<file path="src/rtl/vga_frame_reader.sv">
// VGA scan-out timing generator that pulls RGB565 pixels from a read FIFO and
// drives 8-bit RGB with active-low syncs through a fixed 2-clock video pipeline.
module vga_frame_reader #(
  parameter int H_ACT    = 640,
  parameter int H_FP     = 16,
  parameter int H_SYNC   = 96,
  parameter int H_BP     = 48,
  parameter int V_ACT    = 480,
  parameter int V_FP     = 10,
  parameter int V_SYNC   = 2,
  parameter int V_BP     = 33,
  parameter int LOAD_LEN = 4
) (
  input  logic        CLK,
  input  logic        RESET,
  input  logic        EN,
  input  logic [15:0] RD_DATA,
  output logic        RD_REQ,
  output logic        RD_LOAD,
  output logic [7:0]  VGA_R,
  output logic [7:0]  VGA_G,
  output logic [7:0]  VGA_B,
  output logic        VGA_HS,
  output logic        VGA_VS,
  output logic        VGA_BLANK_N,
  output logic [15:0] FRAME_CNT
);

  localparam int H_TOT = H_ACT + H_FP + H_SYNC + H_BP;
  localparam int V_TOT = V_ACT + V_FP + V_SYNC + V_BP;
  localparam int HW    = $clog2(H_TOT);
  localparam int VW    = $clog2(V_TOT);

  localparam logic [HW-1:0] H_LAST  = HW'(H_TOT - 1);
  localparam logic [HW-1:0] H_ACT_C = HW'(H_ACT);
  localparam logic [HW-1:0] HS_BEG  = HW'(H_ACT + H_FP);
  localparam logic [HW-1:0] HS_LAST = HW'(H_ACT + H_FP + H_SYNC - 1);
  localparam logic [VW-1:0] V_LAST  = VW'(V_TOT - 1);
  localparam logic [VW-1:0] V_ACT_C = VW'(V_ACT);
  localparam logic [VW-1:0] VS_BEG  = VW'(V_ACT + V_FP);
  localparam logic [VW-1:0] VS_LAST = VW'(V_ACT + V_FP + V_SYNC - 1);

  typedef enum logic {IDLE, RUN} state_t;

  state_t        state, state_nxt;
  logic [HW-1:0] hcnt;
  logic [VW-1:0] vcnt;
  logic [15:0]   frame_cnt;
  logic          run, vid, active, hs_zone, vs_zone, load_win;
  logic [31:0]   load_pos;

  logic          vld_p1, hs_p1, vs_p1;
  logic          vld_p2, hs_p2, vs_p2;
  logic [7:0]    r_p2, g_p2, b_p2;

  function automatic logic [7:0] expand5(input logic [4:0] c);
    return {c, c[4:2]};
  endfunction

  function automatic logic [7:0] expand6(input logic [5:0] c);
    return {c, c[5:4]};
  endfunction

  always_ff @(posedge CLK) begin
    if (RESET) state <= IDLE;
    else       state <= state_nxt;
  end

  always_comb begin
    state_nxt = state;
    case (state)
      IDLE:    if (EN)  state_nxt = RUN;
      RUN:     if (!EN) state_nxt = IDLE;
      default: state_nxt = IDLE;
    endcase
  end

  // Entering RUN starts in the vertical front porch so the reload strobe
  // precedes the first active line.
  always_ff @(posedge CLK) begin
    if (RESET) begin
      hcnt <= '0;
      vcnt <= '0;
    end else if (state == IDLE) begin
      if (EN) begin
        hcnt <= '0;
        vcnt <= V_ACT_C;
      end
    end else if (hcnt == H_LAST) begin
      hcnt <= '0;
      vcnt <= (vcnt == V_LAST) ? '0 : vcnt + VW'(1);
    end else begin
      hcnt <= hcnt + HW'(1);
    end
  end

  always_ff @(posedge CLK) begin
    if (RESET)
      frame_cnt <= '0;
    else if (run && hcnt == H_LAST && vcnt == V_LAST)
      frame_cnt <= frame_cnt + 16'd1;
  end

  always_comb begin
    run      = (state == RUN);
    vid      = run && EN;
    active   = run && (hcnt < H_ACT_C) && (vcnt < V_ACT_C);
    hs_zone  = (hcnt >= HS_BEG) && (hcnt <= HS_LAST);
    vs_zone  = (vcnt >= VS_BEG) && (vcnt <= VS_LAST);
    load_pos = 32'(vcnt - VS_BEG) * 32'(H_TOT) + 32'(hcnt);
    load_win = (vcnt >= VS_BEG) && (load_pos < 32'(LOAD_LEN));
  end

  assign RD_REQ    = active;
  assign RD_LOAD   = !run || load_win;
  assign FRAME_CNT = frame_cnt;

  // Stage 1: timing flags; the cycle that leaves RUN is already treated as blank.
  always_ff @(posedge CLK) begin
    if (RESET) begin
      vld_p1 <= 1'b0;
      hs_p1  <= 1'b1;
      vs_p1  <= 1'b1;
    end else begin
      vld_p1 <= vid && active;
      hs_p1  <= !(vid && hs_zone);
      vs_p1  <= !(vid && vs_zone);
    end
  end

  // Stage 2: FIFO word arrives one clock after the request, aligned with stage-1 flags.
  always_ff @(posedge CLK) begin
    if (RESET) begin
      vld_p2 <= 1'b0;
      hs_p2  <= 1'b1;
      vs_p2  <= 1'b1;
      r_p2   <= '0;
      g_p2   <= '0;
      b_p2   <= '0;
    end else begin
      vld_p2 <= vld_p1;
      hs_p2  <= hs_p1;
      vs_p2  <= vs_p1;
      r_p2   <= vld_p1 ? expand5(RD_DATA[15:11]) : 8'd0;
      g_p2   <= vld_p1 ? expand6(RD_DATA[10:5])  : 8'd0;
      b_p2   <= vld_p1 ? expand5(RD_DATA[4:0])   : 8'd0;
    end
  end

  assign VGA_R       = r_p2;
  assign VGA_G       = g_p2;
  assign VGA_B       = b_p2;
  assign VGA_HS      = hs_p2;
  assign VGA_VS      = vs_p2;
  assign VGA_BLANK_N = vld_p2;

endmodule

</file>
<file path="config.mk">
export PLATFORM = sky130hd
export DESIGN_NAME = vga_frame_reader
export DESIGN_NICKNAME = d
export VERILOG_FILES = /design/src/rtl/vga_frame_reader.sv
export SDC_FILE = /design/constraint.sdc
export NUM_CORES = 1
export LEC_CHECK = 0
export BUFFER_PORTS_ARGS = -buffer_cell sky130_fd_sc_hd__buf_2
export CORE_ASPECT_RATIO = 1.25
export CORE_MARGIN = 8
export CORE_UTILIZATION = 38
export CTS_CLUSTER_DIAMETER = 40
export DETAILED_ROUTE_END_ITERATION = 7
export PLACE_DENSITY = 0.64
export SLEW_MARGIN = 20
export SYNTH_ARGS = -nofsm -noshare
export SYNTH_HDL_FRONTEND = slang
export SYNTH_SLANG_ARGS = --single-unit
export TNS_END_PERCENT = 5
</file>
<file path="constraint.sdc">
create_clock -name CLK -period 4.7 [get_ports CLK]
set_clock_uncertainty 0.05 [all_clocks]
set_input_delay 0.235 -clock CLK [delete_from_list [all_inputs] [get_ports CLK]]
set_output_delay 0.235 -clock CLK [all_outputs]
set_load 0.05 [all_outputs]
</file>
==> impl_metrics.csv, run 1 <==
group,metric,value,unit
floorplanning,rows,43,
sta,fin_ws,-0.400,ns
logic_synthesis,syn_area_per_cell,8.72,um2
outcome,status,"complete, but fails checks",
hold_path,hp-start,"RD_DATA[10]",
logic_synthesis,syn_inst,495,
floorplanning,core,11100,um2
finish,n_fill_cell,1044,
setup_path,rr_worst_depth,8,
logic_synthesis,yosysUniqueCellTypes,61,
grt,grt_overflow_total,0,
sta,final.period_utilization,109,%
pwr,power.density,370,nW/um2
sta,min_period,5.10,ns
setup_path,critPathMaxFanout,4,
routing,ant_nets,0,
setup_path,worstPathRequired,4.41,ns
floorplanning,io_pins,64,
finish,antenna_cells,0,
pwr,p_leak,2.59,nW
setup_path,cp-startpoint,"vcnt[1]",
routing,vias,3803,
cts,insertion_delay,0.33,ns
cts,tritoncts,"yes",
cts,clockBufferDepth,2,
routing,drcViolationCount,0,
setup_path,reg2reg_to,"FRAME_CNT[8]",
logic_synthesis,ys_warn_count,0,
place,dpl_worst_slack,-0.238,ns
setup_path,start_kind,"flip-flop",
floorplanning,dieWidth,111,um
routing,first_pass_iters,4,
sta,finalSetupViolCount,1,
setup_path,timing.rr.start,"vcnt[3]",
setup_path,critPathArrivalTime,4.82,ns
setup_path,path_class,"flip-flop to primary output",
grt,grt_pass1_wl,17.3,mm
cts,hold_buffers,0,
place,gp_congestion,0.809,
place,io_buffers,63,
logic_synthesis,syn_nets,570,
logic_synthesis,syn_area,4320,um2
cts,numCtsBuffers,9,
setup_path,max_stage_delay,0.50,ns
pwr,vdd_ir_drop_max,0.234,mV
routing,wirelength,10.3,mm
sta,finalHoldViolCount,0,
cts,cts_max_level,3,
setup_path,cp_top_family,"adder cells",
place,dp_hpwl,8.14,mm
floorplanning,die_h,135,um
setup_path,path_buf_inv,4,
floorplanning,initial_core_util,38.9,%
sta,max_freq,196,MHz
run,drv_cap,0,
sta,drv_slew,0,
cts,clk_pin_slew,0.06,ns
hold_path,min_path_type,"input pin to flip-flop",
setup_path,cp_cell_sequence,"inv_4, ha_4, inv_1, a21o_1, buf_4, nand2_1, xor2_2, ha_1, fa_1, fa_1, ha_4, nand2_1, o31ai_4, mux2i_2, a211oi_2, nor4_2, a21oi_2, o41ai_4, buf_6",
finish,syn_to_final_growth,32.4,%
hold_path,hold_path_depth,2,
sta,tightest_slew,0.803,ns
routing,wl_per_cell,13.9,um
sta,rsz0062_at_grt,"true",
logic_synthesis,synth_flop_cell,"dfxtp_1",
routing,via_per_inst,5.15,
grt,grt_antenna_before_repair,0,
grt,grt_max_degree,34,
routing,first_iter_violations,132,
finish,final_nets,674,
finish,drive_above_1_share,32.1,%
setup_path,critPathSlowestCell,"fa_1",
setup_path,cp-end-kind,"primary output",
cts,cts_root_buf,"clkbuf_16",
logic_synthesis,synth_edf_count,0,
cts,clkSinkCount,59,
hold_path,hold_end,"VGA_G[1]",
logic_synthesis,async_reset_ff_share,0,%
setup_path,r2r_slack,1.96,ns
floorplanning,die_area,15000,um2
logic_synthesis,synth-seq-cells,59,
outcome,failed_checks,"setup timing",
sta,hold_ws,0.0507,ns
logic_synthesis,ys_seq_area_share,27.4,%
grt,grt_usage,13.6,%
grt,grt_pass1_vias,3816,
sta,max_slew_margin,46.3,%
area by class of cell:
class / instances / area [um2] / area share (%)
repair buffers: 118 / 734 / 12.9
clock buffers: 10 / 250 / 4.38
multi-input cells: 390 / 3200 / 56.0
well taps: 135 / 169 / 2.96
clock inverters: 6 / 93.8 / 1.64
flip-flops and latches: 59 / 1190 / 20.8
inverters: 21 / 81.3 / 1.42
report_power, final:
| group | internal, mW | leakage [nW] | total, mW | switching, mW |
|---|---|---|---|---|
| combinational | 0.427 | 1.95 | 0.862 | 0.435 |
| clock | 0.500 | 0.165 | 0.734 | 0.234 |
| sequential | 0.508 | 0.479 | 0.519 | 0.0117 |
| total | 1.43 | 2.59 | 2.12 | 0.680 |
Yosys cell counts (all sizes together), types with 2 or more instances:
master / count / area [um2]
dfxtp: 59 / 1180
nor2: 48 / 185
ha: 46 / 576
nand2: 31 / 119
a21oi: 29 / 149
xor2: 27 / 251
o21ai: 23 / 115
and2: 22 / 138
inv: 21 / 78.8
xnor2: 18 / 158
and3: 15 / 93.8
buf: 13 / 83.8
clkbuf: 12 / 45.0
nand3: 12 / 60.1
nand4: 12 / 75.1
fa: 10 / 200
nor2b: 8 / 50.1
or3: 8 / 50.1
nand2b: 7 / 43.8
a21o: 6 / 45.0
nor3: 6 / 30.0
a2111oi: 5 / 56.3
a311oi: 5 / 43.8
nor3b: 5 / 37.5
or2: 5 / 31.3
mux2i: 4 / 40.0
a211o: 3 / 26.3
nand3b: 3 / 22.5
nor4: 3 / 18.8
o21a: 3 / 22.5
o31ai: 3 / 50.1
a211oi: 2 / 20.0
a2bb2oi: 2 / 35.0
o311a: 2 / 31.3
o31a: 2 / 17.5
or4: 2 / 15.0
layer usage:
metal / GRT usage [%] / part of all wire [%]
met1: 14.2 / 41
met2: 26.0 / 54
met3: 2.44 / 2.5
met4: 5.94 / 2.0
met5: 0 / 0
cells by family after synthesis:
logic type / count (synthesis) / synth area share (%)
fa+ha+maj: 56 / 18.0
xor+xnor: 45 / 9.48
compound gates: 94 / 16.2
flops: 59 / 27.4
buf+inv: 46 / 4.81
mux: 4 / 0.928
simple gates: 191 / 23.3
metrics by stage:
step	setup TNS (ns)	area [um2]	cells	util [%]	power, mW
2_1_floorplan	-0.170	4420	495	-	1.04
3_3_place_gp	-0.147	5150	719	46.5	1.26
3_5_place_dp	-0.238	5150	719	46.5	1.28
4_1_cts	-0.437	5660	739	51.1	2.10
5_1_grt	-0.623	5710	739	51.6	2.24
6_report	-0.400	5710	739	51.6	2.12
registers in the layout (all words and copies together) (netlist names):
register,flops
FRAME_CNT,16
hcnt,10
vcnt,10
VGA_G,6
VGA_B,5
VGA_R,5
VGA_BLANK_N,1
VGA_HS,1
VGA_VS,1
hs_p1,1
run,1
vld_p1,1
vs_p1,1
worst max path at each step:
stage / to / slack, ns / cells past startpoint
2_1_floorplan: RD_LOAD / -0.17 / 19
3_3_place_gp: RD_LOAD / -0.15 / 19
3_5_place_dp: RD_LOAD / -0.24 / 19
4_1_cts: RD_LOAD / -0.44 / 20
5_1_grt: RD_LOAD / -0.62 / 19
6_report: RD_LOAD / -0.40 / 19
cell usage in the layout, fill, tap and decap left out, types with 6 or more instances in the layout:
master / synthesis / layout
nor3_1: 6 / 6
ha_1: 46 / 38
nor2b_1: 8 / 7
and3_1: 15 / 15
nand4_1: 12 / 12
nand3_1: 12 / 11
nor2_1: 46 / 43
a21o_1: 6 / 6
xor2_1: 25 / 23
buf_4: 8 / 55
xnor2_1: 18 / 16
ha_4: 0 / 7
clkbuf_16: 0 / 10
inv_1: 21 / 19
o21ai_0: 22 / 22
nand2_1: 30 / 30
buf_2: 4 / 62
fa_1: 10 / 9
dfxtp_1: 59 / 57
nand2b_1: 7 / 7
or3_1: 8 / 7
and2_1: 22 / 21
a21oi_1: 28 / 24
what timing repair did:
item,CTS,global route
pin swaps,15,3
resized for setup,24,10
buffers inserted,4,0
endpoints found under the setup margin,1,1
hold endpoints to repair,0,0
(Power assumes the default switching activity.)
==> run 2: changes to the inputs <==
Settings changed: PLACE_DENSITY 0.64 to 0.62, SETUP_SLACK_MARGIN from default to 0.4.
Clock period 4.7 ns to 5.6 ns, I/O delays scaled along.
==> run 2 against run 1 <==
Compared with the run above: the flow now finishes without violations; routed wire length rose by 7.9%; cell area shrank 0.35%; sequential share of layout area is 0.31 points higher; critical path type unchanged; largest power group unchanged.
==> impl_metrics.csv, run 2 (synthesized netlist as in run 1, its figures left out) <==
group,metric,value,unit
setup_path,start_kind,"flip-flop",
cts,clkSinkCount,59,
place,gp_congestion,0.804,
sta,max_slew_margin,47.7,%
routing,routed.top_layer,"met4",
grt,grt_pass1_wl,17.5,mm
cts,hold_buffers,0,
place,place_area,4720,um2
cts,clk_pin_slew,0.05,ns
finish,largest_reg_flops,16,
routing,vias,3743,
sta,rsz0062_at_grt,"true",
place,dpl_worst_slack,0.160,ns
grt,grt_overflow_total,0,
setup_path,cpMostUsedCell,"buf_4",
floorplanning,die_area,15000,um2
sta,hold_ws,0.0969,ns
setup_path,critPathSlowestCell,"fa_1",
floorplanning,rows,43,
cts,cts_max_level,3,
finish,syn_to_final_growth,32.0,%
sta,min_period,5.20,ns
pwr,pwr-share-comb,43.4,%
sta,max_freq,192,MHz
finish,final_cells,711,
routing,met1Wirelength,4.43,mm
setup_path,cp-end-kind,"primary output",
finish,final_cell_mix,"buf_2 (62), dfxtp_1 (52), nor2_1 (44)",
setup_path,path_class,"flip-flop to primary output",
finish,final_area,5690,um2
setup_path,critPathArrivalTime,4.87,ns
setup_path,worstPathRequired,5.27,ns
cts,cts_root_buf,"clkbuf_16",
routing,via_per_inst,5.26,
cts,clockBufferDepth,2,
outcome,status,"completed",
sta,tightest_slew,0.783,ns
routing,wirelength,11.1,mm
finish,fin_util,51.4,%
pwr,power.density,304,nW/um2
sta,finalSetupViolCount,0,
pwr,finalPower,1.73,mW
pwr,swShare,34.6,%
routing,first_pass_iters,4,
pwr,vdd_ir_drop_max,0.205,mV
finish,final_nets,647,
routing,ant_nets,0,
grt,grt_antenna_before_repair,0,
routing,met2_length,6.19,mm
cts,tritoncts,"yes",
finish,layout_commonest_cell,"buf_2",
setup_path,cp_cell_sequence,"inv_6, ha_4, inv_2, a21o_4, xor2_1, ha_1, ha_1, fa_1, ha_4, buf_4, buf_4, a311oi_4, buf_4, o31ai_4, xnor2_2, nand3b_1, a2111oi_4, nor4_2, o41ai_4, buf_6",
sta,final.setup.tns,0,ns
run,drv_cap,0,
grt,grt_pass1_vias,3734,
floorplanning,dieWidth,111,um
setup_path,r2r_slack,2.88,ns
setup_path,max_stage_delay,0.48,ns
cts,insertion_delay,0.33,ns
sta,drv_slew,0,
routing,wl_per_cell,15.6,um
place,dp.cells,672,
routing,wl_met3,289,um
floorplanning,die_h,135,um
grt,grt_max_degree,34,
routing,drcViolationCount,0,
finish,antenna_cells,0,
finish,drive_above_1_share,31.9,%
floorplanning,initial_core_util,38.9,%
floorplanning,core,11100,um2
setup_path,critPathMaxFanout,4,
pwr,seqPwrFrac,25.5,%
floorplanning,io_pins,64,
hold_path,min_path_type,"input pin to flip-flop",
cts,numCtsBuffers,9,
sta,finalHoldViolCount,0,
sta,final.period_utilization,92.9,%
grt,grt_usage,13.9,%
sta,fin_ws,0.396,ns
pwr,p_leak,2.49,nW
pwr,p_int,1.13,mW
pwr,clkPwrFrac,31.1,%
pwr,p_switching,0.599,mW
routing,first_iter_violations,150,
place,dp_hpwl,7.72,mm
place,io_buffers,63,
## run 2: cell count changes in the layout (fill, tap and decap cells not counted), moves of 3 or more
cell / previous run / this run
dfxtp_4: 1 / 4
ha_1: 38 / 34
clkinv_2: 0 / 3
xnor2_1: 16 / 9
buf_4: 55 / 27
xnor2_2: 2 / 8
ha_4: 7 / 11
dfxtp_1: 57 / 52
## run 2: worst paths after layout
kind	startpoint	end	cells past startpoint
hold / removal	RD_DATA[1]	VGA_B[4]	2
setup / recovery	vcnt[1]	RD_LOAD	20
hold reg to reg	hs_p1	VGA_HS	1
setup reg to reg	hcnt[0]	FRAME_CNT[10]	8
## run 2: critical path: cells and delay by family (launching register included)
kind | cells | cell delay [ns]
compound gates | 5 | 1.31
flops | 1 | 0.37
xor+xnor | 2 | 0.32
simple gates | 2 | 0.30
buf+inv | 6 | 0.70
fa+ha+maj | 5 | 1.53
## run 2: layout make-up
class	count	area, um2
Multi-Input combinational cell	390	3410
Clock inverter	5	53.8
Timing Repair Buffer	91	536
Clock buffer	10	239
Sequential cell	59	1200
Inverter	21	86.3
Tap cell	135	169
Fill cell	1030	5390
## run 2: repair_timing
action                                  in CTS  in global routing
buffers inserted                            12                 12
pin swaps                                   24                 36
endpoints found under the setup margin       1                  1
resized for setup                           47                 39
## run 2: per-layer routing
layer  up-vias  track usage, %
li1       1881               -
met1      1788            14.7
met2        57            26.2
met3        17            3.28
met4         0            5.05
met5         -               0
## run 2: power by group through the flow
stage	combinational (mW)	sequential, mW	clock (mW)
2_1_floorplan	0.411	0.444	0
3_3_place_gp	0.481	0.447	0
3_5_place_dp	0.495	0.448	0
4_1_cts	0.615	0.440	0.548
5_1_grt	0.809	0.442	0.570
6_report	0.751	0.440	0.539
==> run 3: changes to the inputs <==
Settings changed: BUFFER_PORTS_ARGS -buffer_cell sky130_fd_sc_hd__buf_2 to default, CORE_UTILIZATION 38 to 35, DONT_BUFFER_PORTS from default to 1, PLACE_DENSITY 0.62 to 0.54.
==> run 3 against run 2 <==
Compared with the run above: core utilization down 7.8 points; via count down 6.1%; maximum frequency up 0.23%; setup slack better by 0.012 ns; sequential power up 2%; cell area down 7.3%; critical path type unchanged; highest routed layer unchanged.
==> impl_metrics.csv, run 3 (synthesized netlist as in run 1, its figures left out) <==
group,metric,value,unit
outcome,status,"completed",
sta,final.period_utilization,92.7,%
floorplanning,rows,45,
sta,finalHoldViolCount,0,
routing,wirelength,10.3,mm
hold_path,hold_path_depth,1,
floorplanning,initial_core_util,35.6,%
sta,tightest_slew,1.05,ns
grt,grt_pass1_vias,3536,
sta,max_freq,193,MHz
grt,grt_max_degree,28,
floorplanning,core,12100,um2
cts,tritoncts,"yes",
routing,wl_per_cell,15.2,um
routing,via_per_inst,5.21,
grt,grt_usage,12.6,%
sta,drv_slew,0,
finish,fin_util,43.6,%
setup_path,worstPathRequired,5.27,ns
routing,first_iter_violations,127,
pwr,power.density,312,nW/um2
cts,clockBufferDepth,2,
grt,grt_overflow_total,0,
finish,final_nets,582,
cts,cts_root_buf,"clkbuf_16",
setup_path,critPathMaxFanout,6,
finish,syn_to_final_growth,22.3,%
sta,min_period,5.19,ns
routing,first_pass_iters,4,
sta,rsz0062_at_grt,"true",
setup_path,critPathArrivalTime,4.86,ns
routing,ant_nets,0,
finish,final_cell_mix,"dfxtp_1 (52), nor2_1 (44), ha_1 (34)",
finish,seqCellArea,1200,um2
finish,n_fill_cell,1188,
sta,max_slew_margin,29.9,%
hold_path,min_path_type,"input pin to flip-flop",
pwr,seqPwrFrac,27.1,%
floorplanning,dieWidth,115,um
routing,drcViolationCount,0,
routing,vias,3515,
place,dp.cells,639,
floorplanning,die_area,16200,um2
place,gp_congestion,0.797,
setup_path,path_class,"flip-flop to primary output",
setup_path,cp-end-kind,"primary output",
finish,antenna_cells,0,
pwr,p_int,1.11,mW
pwr,clkPwrFrac,35.0,%
setup_path,rr_worst_depth,8,
finish,multiInputGateArea,3260,um2
place,dp_hpwl,7.29,mm
setup_path,start_kind,"flip-flop",
place,io_buffers,0,
cts,clkSinkCount,59,
pwr,swShare,32.5,%
place,place_area,4450,um2
grt,grt_antenna_before_repair,0,
finish,final_cells,675,
cts,clk_pin_slew,0.05,ns
pwr,pwr-share-comb,38.0,%
finish,drive_above_1_share,21.1,%
floorplanning,die_h,140,um
cts,insertion_delay,0.32,ns
pwr,p_leak,2.13,nW
finish,largest_reg_flops,16,
cts,numCtsBuffers,9,
sta,finalSetupViolCount,0,
grt,grt_pass1_wl,16.7,mm
pwr,p_switching,0.537,mW
floorplanning,io_pins,64,
finish,final_area,5280,um2
pwr,vdd_ir_drop_max,0.182,mV
run,drv_cap,0,
sta,final.setup.tns,0,ns
cts,cts_max_level,3,
finish,layout_commonest_cell,"dfxtp_1",
## run 3: cell count changes in the layout (fill, tap and decap cells not counted), moves of 2 or more
cell     previous run  this run
xnor2_2             8         5
xnor2_1             9        13
buf_2              62         0
ha_4               11         9
ha_2                1         3
buf_4              27        22
## run 3: worst max-delay path, stage by stage (launching register included)
cell and delay (ns):
dfxtp_4 0.35, inv_4 0.07, ha_4 0.16, inv_2 0.04
a21o_4 0.22, xor2_1 0.15, ha_1 0.32, ha_4 0.23
fa_1 0.52, ha_4 0.33, a21o_1 0.21, a311oi_4 0.08
buf_4 0.16, o31a_1 0.33, buf_4 0.17, nor2_2 0.14
nand2b_1 0.12, a2111oi_4 0.42, nor4_2 0.11, o41ai_4 0.23
buf_6 0.20
## run 3: layout make-up
cell class | instances | area share [%]
multi-input combinational | 390 | 61.8
sequential | 59 | 22.7
clock buffer | 10 | 4.53
timing repair buffer | 26 | 3.96
tap | 164 | 3.89
inverter | 21 | 1.59
clock inverter | 5 | 1.47
## run 3: final timing paths
kind / endpoint / start / slack (ns)
worst min register to register: VGA_HS / hs_p1 / 0.36
worst max register to register: FRAME_CNT[12] / hcnt[0] / 2.81
worst max-delay path: RD_LOAD / vcnt[1] / 0.41
worst min-delay path: VGA_HS / RESET / 0.02
## run 3: timing repair
| action | CTS | global route |
|---|---|---|
| setup buffers | 12 | 8 |
| pin swaps | 22 | 27 |
| setup endpoints to repair | 1 | 1 |
| resized for setup | 44 | 23 |
| hold buffers | 1 | 0 |
| endpoints found under the hold margin | 27 | 0 |
## run 3: power by group through the flow
stage | Combinational, mW | Clock (mW) | Sequential, mW
final | 0.626 | 0.577 | 0.447
after global routing | 0.685 | 0.612 | 0.448
after CTS | 0.567 | 0.591 | 0.446
after detailed placement | 0.474 | 0 | 0.455
after global placement | 0.467 | 0 | 0.454
after floorplan | 0.411 | 0 | 0.444
## run 3: routing by layer
layer / vias to the layer above / share of wire [%] / GRT usage, %
met1: 1697 / 40 / 13.3
met2: 52 / 54 / 23.0
met3: 15 / 3.8 / 3.31
met5: - / 0 / 0
met4: 0 / 2.2 / 4.92
li1: 1751 / - / -
## run 3: stage by stage
stage                     power (mW)  hold WS (ns)  worst slack (ns)
after floorplan                0.855         0.339             0.422
after global placement         0.921         0.303             0.334
after detailed placement       0.928         0.306             0.226
after CTS                       1.60        0.0103             0.403
after global routing            1.74       0.00781             0.184
final                           1.65        0.0185             0.408
